$ cat config.mk
export PLATFORM = sky130hd
export DESIGN_NAME = oam_dma_engine_flat
export DESIGN_NICKNAME = d
export VERILOG_FILES = /design/src/rtl/oam_dma_engine_pkg.sv /design/src/rtl/oam_dma_engine_if.sv /design/src/rtl/oam_dma_engine.sv /design/src/flat_wrapper.sv
export SDC_FILE = /design/constraint.sdc
export NUM_CORES = 1
export LEC_CHECK = 0
export CAP_MARGIN = 20
export CELL_PAD_IN_SITES_DETAIL_PLACEMENT = 0
export CELL_PAD_IN_SITES_GLOBAL_PLACEMENT = 2
export CORE_MARGIN = 10
export CORE_UTILIZATION = 29
export DETAILED_ROUTE_END_ITERATION = 8
export PLACE_DENSITY = 0.87
export SYNTH_ARGS = -nofsm -noshare
export SYNTH_HDL_FRONTEND = slang
export SYNTH_SLANG_ARGS = --single-unit
$ cat constraint.sdc
create_clock -name clk -period 3.2 [get_ports clk]
set_input_delay 0.64 -clock clk [delete_from_list [all_inputs] [get_ports clk]]
set_output_delay 0.64 -clock clk [all_outputs]
set_load 0.02 [all_outputs]
$ cat src/rtl/oam_dma_engine_pkg.sv
`default_nettype none
// ----------------------------------------------------------------------------
// oam_dma_engine_pkg -- shared OAM/DMA constants, FSM state type, page fold
// Rev 1.0
// ----------------------------------------------------------------------------
package oam_dma_engine_pkg;

  localparam logic [15:0] OAM_BASE     = 16'hFE00;
  localparam int unsigned OAM_SIZE     = 160;
  localparam logic [7:0]  DMA_REG_ADDR = 8'h46;

  localparam logic [7:0]  ECHO_PAGE_LO = 8'hE0;
  localparam logic [7:0]  ECHO_FOLD    = 8'h20;

  typedef enum logic [2:0] {
    IDLE      = 3'd0,
    RD_ADDR   = 3'd1,
    RD_DATA   = 3'd2,
    WR_ADDR   = 3'd3,
    WR_COMMIT = 3'd4
  } dma_state_e;

  // Pages E0-FF alias work RAM C0-DF, so the copy never sources from OAM or IO.
  function automatic logic [7:0] fold_page(input logic [7:0] page);
    return (page < ECHO_PAGE_LO) ? page : (page - ECHO_FOLD);
  endfunction

endpackage
`default_nettype wire

$ cat src/rtl/oam_dma_engine_if.sv
`default_nettype none
// ----------------------------------------------------------------------------
// oam_dma_if -- CPU trigger, memory-unit bus and status signals of the OAM DMA
// Rev 1.0
// ----------------------------------------------------------------------------
interface oam_dma_if;

  logic        start;
  logic [7:0]  src_page;
  logic [7:0]  mem_rdata;
  logic [15:0] mem_addr;
  logic        mem_oe;
  logic        mem_we;
  logic [7:0]  mem_wdata;
  logic        busy;
  logic        done;

  modport master (
    input  start,
    input  src_page,
    input  mem_rdata,
    output mem_addr,
    output mem_oe,
    output mem_we,
    output mem_wdata,
    output busy,
    output done
  );

  modport slave (
    output start,
    output src_page,
    output mem_rdata,
    input  mem_addr,
    input  mem_oe,
    input  mem_we,
    input  mem_wdata,
    input  busy,
    input  done
  );

endinterface
`default_nettype wire

$ cat src/rtl/oam_dma_engine.sv
`default_nettype none
// ----------------------------------------------------------------------------
// oam_dma_engine -- copies LENGTH bytes from {page,00} into OAM, 4 cycles/byte
// Rev 1.0
// ----------------------------------------------------------------------------
module oam_dma_engine
  import oam_dma_engine_pkg::*;
#(
  parameter int unsigned LENGTH   = OAM_SIZE,
  parameter logic [15:0] DST_BASE = OAM_BASE
) (
  input  logic      clk,
  input  logic      rst,
  oam_dma_if.master bus
);

  localparam logic [7:0] LAST_IDX = 8'(LENGTH - 1);

  dma_state_e  state_q, state_d;
  logic [7:0]  page_q, page_d;
  logic [7:0]  index_q, index_d;
  logic [7:0]  data_q, data_d;
  logic        done_q, done_d;

  logic [15:0] rd_addr;
  logic [15:0] wr_addr;
  logic        last_byte;

  assign rd_addr   = {page_q, index_q};
  assign wr_addr   = DST_BASE + {8'h00, index_q};
  assign last_byte = (index_q == LAST_IDX);

  always_ff @(posedge clk or posedge rst) begin
    if (rst) begin
      state_q <= IDLE;
      page_q  <= 8'h00;
      index_q <= 8'h00;
      data_q  <= 8'h00;
      done_q  <= 1'b0;
    end else begin
      state_q <= state_d;
      page_q  <= page_d;
      index_q <= index_d;
      data_q  <= data_d;
      done_q  <= done_d;
    end
  end

  always_comb begin
    state_d       = state_q;
    page_d        = page_q;
    index_d       = index_q;
    data_d        = data_q;
    done_d        = 1'b0;
    bus.mem_addr  = 16'h0000;
    bus.mem_oe    = 1'b0;
    bus.mem_we    = 1'b0;
    bus.mem_wdata = 8'h00;
    bus.busy      = (state_q != IDLE);

    case (state_q)
      IDLE: begin
      end
      RD_ADDR: begin
        bus.mem_addr = rd_addr;
        bus.mem_oe   = 1'b1;
        state_d      = RD_DATA;
      end
      RD_DATA: begin
        bus.mem_addr = rd_addr;
        bus.mem_oe   = 1'b1;
        data_d       = bus.mem_rdata;
        state_d      = WR_ADDR;
      end
      WR_ADDR: begin
        bus.mem_addr  = wr_addr;
        bus.mem_we    = 1'b1;
        bus.mem_wdata = data_q;
        state_d       = WR_COMMIT;
      end
      WR_COMMIT: begin
        bus.mem_addr  = wr_addr;
        bus.mem_we    = 1'b1;
        bus.mem_wdata = data_q;
        if (last_byte) begin
          state_d = IDLE;
          done_d  = 1'b1;
        end else begin
          index_d = index_q + 8'd1;
          state_d = RD_ADDR;
        end
      end
      default: begin
        state_d = IDLE;
      end
    endcase

    // A new trigger restarts from byte 0 in any state; the strobes of the
    // current cycle still go out, but the old transfer never reports done.
    if (bus.start) begin
      page_d  = fold_page(bus.src_page);
      index_d = 8'h00;
      state_d = RD_ADDR;
      done_d  = 1'b0;
    end
  end

  assign bus.done = done_q;

endmodule
`default_nettype wire

$ cat src/flat_wrapper.sv
// flat-port wrapper written by rule: the top's interface ports become plain ports
module oam_dma_engine_flat import oam_dma_engine_pkg::*;
#(
  parameter int unsigned LENGTH   = OAM_SIZE,
  parameter logic [15:0] DST_BASE = OAM_BASE
)
  (clk, rst, bus_start, bus_src_page, bus_mem_rdata, bus_mem_addr, bus_mem_oe, bus_mem_we, bus_mem_wdata, bus_busy, bus_done);
  oam_dma_if bus_i ();
  input  logic clk;
  input  logic rst;
  input wire logic [$bits(bus_i.start)-1:0] bus_start;
  input wire logic [$bits(bus_i.src_page)-1:0] bus_src_page;
  input wire logic [$bits(bus_i.mem_rdata)-1:0] bus_mem_rdata;
  output wire logic [$bits(bus_i.mem_addr)-1:0] bus_mem_addr;
  output wire logic [$bits(bus_i.mem_oe)-1:0] bus_mem_oe;
  output wire logic [$bits(bus_i.mem_we)-1:0] bus_mem_we;
  output wire logic [$bits(bus_i.mem_wdata)-1:0] bus_mem_wdata;
  output wire logic [$bits(bus_i.busy)-1:0] bus_busy;
  output wire logic [$bits(bus_i.done)-1:0] bus_done;
  assign bus_i.start = bus_start;
  assign bus_i.src_page = bus_src_page;
  assign bus_i.mem_rdata = bus_mem_rdata;
  assign bus_mem_addr = bus_i.mem_addr;
  assign bus_mem_oe = bus_i.mem_oe;
  assign bus_mem_we = bus_i.mem_we;
  assign bus_mem_wdata = bus_i.mem_wdata;
  assign bus_busy = bus_i.busy;
  assign bus_done = bus_i.done;
  oam_dma_engine #(.LENGTH(LENGTH), .DST_BASE(DST_BASE)) u_core (.clk(clk), .rst(rst), .bus(bus_i));
endmodule
# Word-level counts from Yosys, hierarchy flattened
# Index checks and enable logic that the tools add are counted.
[totals] in_bits=19 output_inout_bits=28 ff_bits=28 wordCells=36
[classes] muxes=14 reduce_logical=6 n_addsub=3 n_lt_le_gt_ge=1 n_eq_ne=7
[op_table] operator="$mux W8" count=5
[op_table] operator="$pmux W16 S2" count=1
[op_table] operator="$pmux W3 S5" count=1
[op_table] operator="$add A10 B9 Y11 const A" count=1
[op_table] operator="$add A8 B1 Y8 const B" count=1
[op_table] operator="$eq A8 B8 Y1 const B" count=1
[op_table] operator="$lt A8 B8 Y1 const B" count=1
[op_table] operator="$sub A8 B6 Y8 const B" count=1
[op_table] operator="$eq A3 B2 Y1 const B" count=2
[op_table] operator="$mux W1" count=6
[op_table] operator="$ne A2 B2 Y1 const B" count=2
[op_table] operator="$reduce_or A2 Y1" count=2
[op_table] operator="$eq A3 B1 Y1 const B" count=1
[op_table] operator="$eq A3 B3 Y1 const B" count=1
[op_table] operator="$logic_not A3 Y1" count=1
[op_table] operator="$mux W3" count=1
[op_table] operator="$reduce_bool A3 Y1" count=1
[op_table] operator="$reduce_and A2 Y1" count=1
[op_table] operator="$reduce_bool A2 Y1" count=1

# Depth between registers and ports, before layout
# Gate-level depths: netlist (run 1).
[logic_depth] depth_word=4 ltp_mapped=5

# Worst setup path after synthesis (run 1)
# No wires, ideal clock.
[synth_timing] path_type="flip-flop to output port" start="register u_core.state_q[0]" end="output bus_mem_addr[0]" path_buffers=0 t_required_ns=2.560 stages_incl_launch_ff=5 arrival_ns=1.744 setup_slack_ns=0.816 cell_sequence="dfrtp_1 -> xnor2_1 -> nor2_1 -> nor2_1 -> nor2b_1"
[synth_via] elab_chain_len=3 elab_cells_between_ends=7 cone_classes="4 x eq/ne; 1 x mux; 2 x reduce/logical"
[synth_rtl] item="start: declaration" line_no="oam_dma_engine.sv:19" rtl="dma_state_e state_q, state_d;"
[synth_rtl] item="start signal: assignment" line_no="oam_dma_engine.sv:41" rtl="state_q <= state_d;"
[synth_rtl] item="$eq A3 B2 Y1, or another cell as far along" line_no="oam_dma_engine.sv:61" rtl="case (state_q)"
[synth_rtl] item="$reduce_or A2 Y1 (no line)"
[synth_rtl] item="$pmux W16 S2 (*)" line_no="oam_dma_engine.sv:61"
[synth_rtl] item="end: declaration" line_no="flat_wrapper.sv:14" rtl="output wire logic [$bits(bus_i.mem_addr)-1:0] bus_mem_addr;"
# Every way passes the cells marked *; elsewhere a longest branch is shown, timed or not.

# Worst setup path in the final report (run 1)
[layout_timing] start="register u_core.state_q[2]" end="output bus_mem_addr[1]"
# Same word-level chain as after synthesis.

==> results of run 1 <==
==> logic make-up after synthesis <==
| group | count (synthesis) |
|---|---|
| AND/OR/NAND/NOR | 50 |
| flip-flops | 28 |
| AO/OA/AOI/OAI | 21 |
| multiplexers | 15 |
| buffers and inverters | 10 |
| XOR/XNOR | 3 |
| adder cells (fa/ha/maj) | 2 |
==> power breakdown <==
| part | leakage (nW) | internal [mW] | switching [mW] |
|---|---|---|---|
| Combinational | 0.465 | 0.195 | 0.173 |
| Clock | 0.0216 | 0.0843 | 0.103 |
| Sequential | 0.354 | 0.420 | 0.0345 |
==> worst max-delay path, stage by stage (launching register included) <==
cell             delay, ns
dfrtp_1               0.47
or3b_4                0.45
nand2_2               0.16
nor2_1                0.16
nor2b_1               0.15
clkdlybuf4s50_1       0.62
==> cell usage after synthesis (2+ instances only) <==
cell	instances
dfrtp_1	28
mux2_2	14
and2_1	9
nor2b_1	8
a21o_1	7
inv_1	6
nand3_1	6
nor2_1	6
a21oi_1	5
nand2_1	5
o21ai_0	5
or3_1	4
clkbuf_1	3
nor3_1	3
ha_1	2
nand4_1	2
nor4bb_1	2
o31ai_1	2
or4_1	2
xnor2_1	2
==> cell type report <==
type                    instances  area, µm²
repair buffers                 49        483
flip-flops and latches         28        701
clock buffers                   3       41.3
multi-input cells              91        652
inverters                       6       22.5
fillers                       467       2730
well taps                      54       67.6
==> worst paths after layout <==
kind | endpoint | cells after the start | slack (ns) | start
setup reg to reg | u_core.index_q[7] | 4 | 1.14 | u_core.state_q[2]
hold reg to reg | u_core.page_q[0] | 1 | 0.51 | u_core.page_q[0]
setup / recovery | bus_mem_addr[1] | 5 | 0.28 | u_core.state_q[2]
max in group asynchronous | u_core.page_q[0] | 3 | 2.20 | rst
min in group asynchronous | u_core.page_q[1] | 3 | 0.73 | rst
hold / removal | u_core.page_q[0] | 1 | 0.51 | u_core.page_q[0]
==> sequential cells by signal (all words and copies together), names as in the netlist <==
signal,count
u_core.page_q,8
u_core.index_q,8
u_core.data_q,8
u_core.bus.done,1
u_core.state_q,3
==> repair_timing <==
action,4_1_cts,5_1_grt
hold endpoints to repair,0,0
endpoints found under the setup margin,0,8
resized for setup,0,1
==> metal layers <==
metal | vias up | part of all wire [%] | track usage (%)
li1 | 551 | - | -
met1 | 554 | 42 | 10.2
met2 | 25 | 49 | 15.4
met5 | - | 0 | 0
met4 | 0 | 1.0 | 2.60
met3 | 2 | 8.1 | 2.19
==> metrics by stage <==
stage	hold WS (ns)	utilization, %	total power, mW	instances
after global placement	0.482	41.0	0.825	228
final	0.508	41.9	1.01	231
after global routing	0.522	41.9	1.07	231
after floorplan	0.472	-	0.661	129
after detailed placement	0.491	41.0	0.834	228
after CTS	0.512	41.9	1.02	231
==> run_results.csv, run 1 <==
group,metric,value,unit
global_routing,grt_first_pass_wirelength,5.73,mm
place,place_worst_setup_slack,0.448,ns
cells_and_area,layout_commonest_cell,"clkdlybuf4s50_1",
synth,synth-xor-area-share,1.89,%
synth,synthesized_netlist_cell_count,129,
timing,finalSetupViolCount,0,
global_routing,initial_antenna_violation_count,0,
timing,hold_violations,0,
synth,muxShareOfSynthArea,12.1,%
clock_tree,numClockSinks,28,
global_routing,grt_start_max_net_pins,29,
critical_path,worst_endpoint_required_time,2.56,ns
floorplanning,initial_utilization,29.6,%
synth,netlist.area_leader.share,50.5,%
synth,syn-cell-area,1390,µm²
floorplanning,die_outline_area,7960,µm²
cells_and_area,nNetsFinal,200,
pwr,power.ir.vdd_worst,178,µV
detailed_routing,drtAntennaViolNets,0,
synth,post_synth_and_or_nand_nor_area_fraction,21.4,%
synth,synth_top_family_by_area,"simple AND/OR/NAND/NOR gates",
clock_tree,clkTransAtPathRegs,0.09,ns
synth,yosys.area_share.adder,1.80,%
synth,netlist_top_cells_area,"dfrtp_1 50%, mux2_2 11%, and2_1 4.1%",
critical_path,timing.setup.critical_path_class,"register to output pin",
floorplanning,fp.dieH,89.2,µm
cells_and_area,total_non_filler_cell_area_in_the_finished_layout,1970,µm²
run,drv.max_cap_violation_count,0,
clock_tree,later_pin_clock_latency_in_the_skew_report,0.26,ns
clock_tree,cts_max_level,1,
min_path,min-delay-path-class,"register to register",
timing,fin_ws,0.279,ns
critical_path,path_max_fanout,10,
detailed_routing,finalWirelength,3.50,mm
floorplanning,boundaryPins,47,
synth,synthesis.yosys.warnings,0,
critical_path,cp.arrival,2.28,ns
synth,synth-compound-area-share,9.64,%
clock_tree,cts_made_buffers,3,
detailed_routing,via_count,1132,
clock_tree,cts_tree,"done",
timing,drv_slew,0,
synth,synth_largest_area_cell,"dfrtp_1",
clock_tree,ctsHoldBuffers,0,
place,placement.io_buffers,46,
place,post_placement_cell_area,1920,µm²
critical_path,setup.worst_path.end_class,"output pin",
synth,synth_enable_flop_cells,0,
floorplanning,dieWidth,89.2,µm
detailed_routing,detailedRoute.firstPassIterationCount,4,
synth,synth-main-ff-cell,"dfrtp_1",
global_routing,grt_pass1_vias,1192,
global_routing,global_route.overflow_total,0,
clock_tree,postCtsSetupBuffers,0,
cells_and_area,drive_above_1_share,13.0,%
timing,finClkSkew,0.00278,ns
global_routing,grt.total_usage,8.76,%
timing,tightest_slew,0.847,ns
clock_tree,clk_buf_depth,2,
detailed_routing,post_drt_wl_per_cell,15.1,µm
detailed_routing,dr.first_iter.drc_count,67,
synth,syn_nets,150,
pwr,total_leakage_power,0.840,nW
clock_tree,cts-root-buf,"clkbuf_8",
cells_and_area,commonest_cells_after_routing_fill_and_taps_aside,"46 x clkdlybuf4s50_1, 28 x dfrtp_1, 14 x mux2_2",
place,place_hpwl,2.65,mm
synth,count_of_different_cell_masters_after_synthesis,28,
synth,synth.ff_latch_count,28,
detailed_routing,viasPerCell,4.90,
timing,max_freq,342,MHz
cells_and_area,antennaDiodeCount,0,
timing,rsz_0062_raised_after_global_routing,"no",
pwr,powerDensity,513,nW/µm²
synth,synth.yosys.seq_area_share,50.5,%
timing,share_of_the_cycle_needed_by_the_critical_path_after_routing,91.3,%
outcome,result_of_the_run,"complete, no violations",
floorplanning,fp.coreArea,4690,µm²
timing,relSlewSlack,43.4,%
critical_path,crit_start_category,"register",
detailed_routing,drc,0,
floorplanning,placementRows,25,
cells_and_area,area_delta_synth_final,41.6,%
timing,final.setup.tns,0,ns
place,gp_routability_congestion,0.758,
synth,avgSynthCellArea,10.8,µm²
synth,synth_async_sr_flop_share,100,%
timing,period_needed,2.92,ns
Power figures use the tool's default switching activity.
==> run 2: changes to the inputs <==
Settings changed: RECOVER_POWER from default to 50.
==> run 2 against run 1 <==
Effect of this change: global-route usage did not move; cell count is the same; routed wire length is 0.34% lower; sequential share of layout area increased by 0.16 points; critical path depth did not move; first-iteration DRC count decreased by 3.0%; core utilization shrank 0.19 points; combinational power is essentially flat; via count down 0.62%; largest power group unchanged; highest routed layer unchanged.
==> run_results.csv, run 2 (same netlist as run 1, synthesis figures left out) <==
group,metric,value,unit
clock_tree,cts_max_level,1,
global_routing,initial_antenna_violation_count,0,
floorplanning,placementRows,25,
pwr,comb_power_share,36.4,%
global_routing,global_route.overflow_total,0,
place,post_placement_cell_area,1920,µm²
pwr,clock_network_power_share,18.6,%
cells_and_area,area_delta_synth_final,41.0,%
floorplanning,dieWidth,89.2,µm
critical_path,regToRegStartpoint,"u_core.state_q[0]",
floorplanning,boundaryPins,47,
pwr,powerDensity,514,nW/µm²
clock_tree,cts-root-buf,"clkbuf_8",
critical_path,r2r_slack,1.11,ns
cells_and_area,num-fill-cells,468,
clock_tree,clk_buf_depth,2,
detailed_routing,detailedRoute.firstPassIterationCount,3,
timing,drv_slew,0,
critical_path,cp.arrival,2.26,ns
min_path,hold_end,"u_core.page_q[0]",
detailed_routing,via_count,1125,
clock_tree,cts_made_buffers,3,
global_routing,grt.total_usage,8.76,%
outcome,result_of_the_run,"complete, no violations",
clock_tree,cts_tree,"done",
cells_and_area,commonest_cells_after_routing_fill_and_taps_aside,"44 x clkdlybuf4s50_1, 28 x dfrtp_1, 14 x mux2_2",
detailed_routing,drc,0,
place,placement.io_buffers,46,
pwr,total_leakage_power,0.835,nW
floorplanning,fp.dieH,89.2,µm
cells_and_area,finish.utilization,41.7,%
critical_path,timing.setup.critical_path_class,"register to output pin",
timing,max_freq,345,MHz
pwr,switching_share,30.8,%
clock_tree,later_pin_clock_latency_in_the_skew_report,0.26,ns
floorplanning,initial_utilization,29.6,%
pwr,seqPwrFrac,45.0,%
critical_path,setup.worst_path.end_class,"output pin",
global_routing,grt_start_max_net_pins,29,
global_routing,grt_first_pass_wirelength,5.73,mm
floorplanning,die_outline_area,7960,µm²
cells_and_area,reg_top3,"u_core.data_q x8, u_core.index_q x8, u_core.page_q x8",
run,drv.max_cap_violation_count,0,
timing,tightest_slew,1.47,ns
critical_path,worst_endpoint_required_time,2.56,ns
place,gp_routability_congestion,0.758,
pwr,power.ir.vdd_worst,178,µV
floorplanning,fp.coreArea,4690,µm²
cells_and_area,antennaDiodeCount,0,
clock_tree,numClockSinks,28,
detailed_routing,drtAntennaViolNets,0,
timing,finalSetupViolCount,0,
min_path,worstHoldPathCells,1,
min_path,worst_hold_startpoint,"u_core.page_q[0]",
cells_and_area,layout_commonest_cell,"clkdlybuf4s50_1",
global_routing,grt_pass1_vias,1192,
cells_and_area,drive_above_1_share,11.9,%
critical_path,worstSetupStartpoint,"u_core.state_q[0]",
clock_tree,postCtsSetupBuffers,0,
critical_path,crit_start_category,"register",
pwr,cell_internal_pwr,697,µW
place,place_worst_setup_slack,0.448,ns
timing,hold_violations,0,
timing,final.setup.tns,0,ns
critical_path,rr_worst_depth,2,
timing,share_of_the_cycle_needed_by_the_critical_path_after_routing,90.6,%
timing,relSlewSlack,2.05,%
critical_path,path_max_fanout,10,
detailed_routing,finalWirelength,3.48,mm
place,place_hpwl,2.65,mm
timing,period_needed,2.90,ns
timing,finClkSkew,0.00284,ns
timing,rsz_0062_raised_after_global_routing,"no",
cells_and_area,nNetsFinal,200,
critical_path,crit-reg2reg-capture,"u_core.data_q[0]",
min_path,min-delay-path-class,"register to register",
detailed_routing,dr.first_iter.drc_count,65,
pwr,total_power,1.01,mW
timing,fin_ws,0.301,ns
clock_tree,clkTransAtPathRegs,0.09,ns
pwr,power.switching,310,µW
cells_and_area,total_non_filler_cell_area_in_the_finished_layout,1960,µm²
detailed_routing,post_drt_wl_per_cell,15.1,µm
detailed_routing,viasPerCell,4.87,
## run 2: cell count changes in the layout (fill, tap and decap cells not counted), sizes merged
| cell | previous run | this run |
|---|---|---|
| dlygate4sd3 | 0 | 2 |
| clkdlybuf4s50 | 46 | 44 |
| buf | 3 | 2 |
| clkbuf | 3 | 4 |
## run 2: layout make-up
type | count | area, µm² | share of cell area [%]
sequential | 28 | 701 | 35.8
multi-input combinational | 91 | 647 | 33.0
timing repair buffer | 49 | 479 | 24.5
tap | 54 | 67.6 | 3.45
clock buffer | 3 | 41.3 | 2.11
inverter | 6 | 22.5 | 1.15
## run 2: through the flow
| step | hold WS [ns] | std cells |
|---|---|---|
| 2_1_floorplan | 0.472 | 129 |
| 5_1_grt | 0.522 | 231 |
| 6_report | 0.508 | 231 |
| 4_1_cts | 0.512 | 231 |
| 3_3_place_gp | 0.482 | 228 |
| 3_5_place_dp | 0.491 | 228 |
## run 2: worst max-delay path by stage
| stage | end | slack, ns | cells after the start |
|---|---|---|---|
| finish | bus_mem_addr[1] | 0.30 | 5 |
| global route | bus_mem_addr[1] | 0.09 | 5 |
| CTS | bus_mem_addr[2] | 0.14 | 5 |
| detailed placement | bus_mem_addr[2] | 0.45 | 5 |
| global placement | bus_mem_addr[2] | 0.50 | 5 |
| floorplan | bus_mem_addr[0] | 0.82 | 4 |
## run 2: power by group through the flow
stage | Sequential, mW | Combinational (mW) | Clock [mW]
after global routing | 0.465 | 0.398 | 0.207
after global placement | 0.458 | 0.366 | 0
after floorplan | 0.450 | 0.210 | 0
after CTS | 0.455 | 0.374 | 0.193
final | 0.454 | 0.366 | 0.187
after detailed placement | 0.461 | 0.373 | 0
## run 2: critical path, stage by stage (launching register included)
cell and delay (ns):
dfrtp_1 0.44, or3b_4 0.45, nand2_2 0.16, nor2_1 0.16, nor2b_1 0.15, clkdlybuf4s50_1 0.62
## run 2: per-layer routing
metal	share of wire (%)	up-vias	GRT usage, %
met4	1.0	0	2.60
met3	8.2	2	2.19
li1	-	550	-
met2	49	25	15.4
met1	41	548	10.2
met5	0	-	0
## run 2: timing repair
item	in CTS	in global routing
hold buffers	0	0
hold endpoints to repair	0	0
endpoints found under the setup margin	0	8
gates resized for setup	0	1
==> RTL change: new RTL, config.mk and constraints of run 2 <==
Reset style: synchronous (`rst`), changed in one clocked block.
--- a/src/rtl/oam_dma_engine.sv
+++ b/src/rtl/oam_dma_engine.sv
@@ -31,5 +31,5 @@
   assign last_byte = (index_q == LAST_IDX);
 
-  always_ff @(posedge clk or posedge rst) begin
+  always_ff @(posedge clk) begin
     if (rst) begin
       state_q <= IDLE;
Function: differs if rst is asserted again (counterexample within 4 cycles, from zero or initial values and one cycle with rst high); with rst held inactive, the same outputs for 10 cycles.
==> RTL change against run 2 <==
  * Design area is 2.4% lower
  * Setup slack got worse by 0.060 ns
  * Sequential cell count unchanged
  * Utilization rose by 1.5 points
  * Largest cell class is now multi-input gates
  * Area after synthesis is 3.5% lower
  * Wire length is 4.8% lower
  * Sequential share of layout area fell by 6.4 points
Power is not compared: it rests on default switching activity, and its combinational part moved more than twofold at a synthesized area within 25%.
==> RTL change: results <==
group,metric,value,unit
run_status,status,"completed",
place,place.gp.congestion,0.7373,
setup_path,r2r_start,"u_core.state_q[1]",
synthesis,ys_top_cells_by_area,"dfxtp_1 (42%), mux2i_1 (10%), and2_1 (7.9%)",
layout,layout-drive-gt1-share,0.05612,
place,place_hpwl,2520,um
global_route,antenna_found_initial,0,
clocking,post_cts_buffers,0,
synthesis,async_flop_share,0,
setup_path,cp-endpoint,"bus_mem_addr[3]",
hold_path,whs_endpoint,"u_core.page_q[5]",
clocking,clk_pin_slew,0.10,ns
routing,firstDrtPassIters,4,
global_route,grt_pass1_wl,5368,um
layout,final_cells,248,
timing,relSlewSlack,0.3536,
routing,vias_per_cell,4.698,
routing,wl_per_cell,13.38,um
layout,top_regs,"u_core.data_q: 8 flops, u_core.index_q: 8 flops, u_core.page_q: 8 flops",
timing,clock_skew,0.001171,ns
timing,fin_hold_ws,0.4788,ns
power_and_ir_drop,irDropWorstVdd,0.2441,mV
clocking,h-tree-depth,1,
setup_path,reg2reg_setup_slack,1.38,ns
hold_path,hp-class,"flop to flop",
setup_path,cp.arrival,2.32,ns
synthesis,netlist_instances,150,
clocking,cts_resized,0,
global_route,track_usage,0.08330,
synthesis,synth_nets,171,
setup_path,r2r_cells,4,
routing,drtIter0Drc,40,
global_route,grt_max_degree,20,
setup_path,crit_start,"u_core.state_q[0]",
setup_path,r2r_end,"u_core.data_q[0]",
setup_path,cp_max_fo,10,
setup_path,max_stage_delay,0.60,ns
synthesis,ys_top_cells_by_count,"dfxtp_1 (28), nor2_1 (20), and2_1 (17), mux2i_1 (14)",
clocking,clk_latency,0.27,ns
clocking,clk_path_buf_depth,2,
synthesis,yosysSeqAreaShare,0.4183,
layout,diodes,0,
global_route,grt_pass1_vias,1161,
synthesis,synth.distinct_cells,35,
layout,fillers,440,
place,dp.cells,244,
hold_path,hold_depth,2,
hold_path,hold_start,"u_core.page_q[5]",
power_and_ir_drop,leakagePower,0.7740,nW
layout,layout.nets,218,
clocking,cts_made_buffers,3,
RTL change: changes by cell type after synthesis, sizes merged, moves of 3 or more:
cell / change
inv: -3
mux2i: +13
and2: +8
dfxtp: +28
nand2b: +3
mux2: -14
buf: +5
nor2b: -7
nor2: +15
dfrtp: -28
RTL change: tightest hold or removal path: cells and delay by family (launching register included):
| kind | cells | cell delay [ns] |
|---|---|---|
| AO/OA/AOI/OAI | 1 | 0.05 |
| flip-flops | 1 | 0.32 |
| AND/OR/NAND/NOR | 1 | 0.06 |
RTL change: metal layers:
metal  share of wire  up-vias  global-route usage  wire length, um
met5               0        -                   0                0
met4               0        0            0.004348                0
li1                -      607                   -                -
met2            0.43       36              0.1323             1427
met3            0.13        0             0.05664              441
met1            0.44      522             0.09503             1448
RTL change: logic make-up (layout without fill, tap and decap cells):
kind of cell,after synthesis,after routing,share of synthesized area
and+or+nand+nor,73,73,0.3016
DFF,28,28,0.4183
AOI/OAI and AO/OA,20,20,0.09524
muxes,14,14,0.1046
buffers and inverters,10,56,0.04201
xor gates and xnor gates,3,3,0.01961
adders and majority gates,2,2,0.01867
RTL change: cell type report:
class	instances	area share
sequential	28	0.2934
timing repair buffer	49	0.2508
multi-input combinational	112	0.3785
tap	52	0.03405
inverter	3	0.005894
clock inverter	1	0.01572
clock buffer	3	0.02161
RTL change: where the power goes:
part           switching (mW)  internal, mW  total (mW)
combinational          0.0454        0.0509      0.0963
sequential            0.00682         0.358       0.365
clock                   0.113         0.168       0.280
total                   0.165         0.576       0.741
RTL change: through the flow:
stage | area [um2] | setup WS [ns]
2_1_floorplan | 1340 | 1.136
3_3_place_gp | 1843 | 0.6166
3_5_place_dp | 1843 | 0.5381
4_1_cts | 1914 | 0.2038
5_1_grt | 1911 | 0.02162
6_report | 1911 | 0.2408
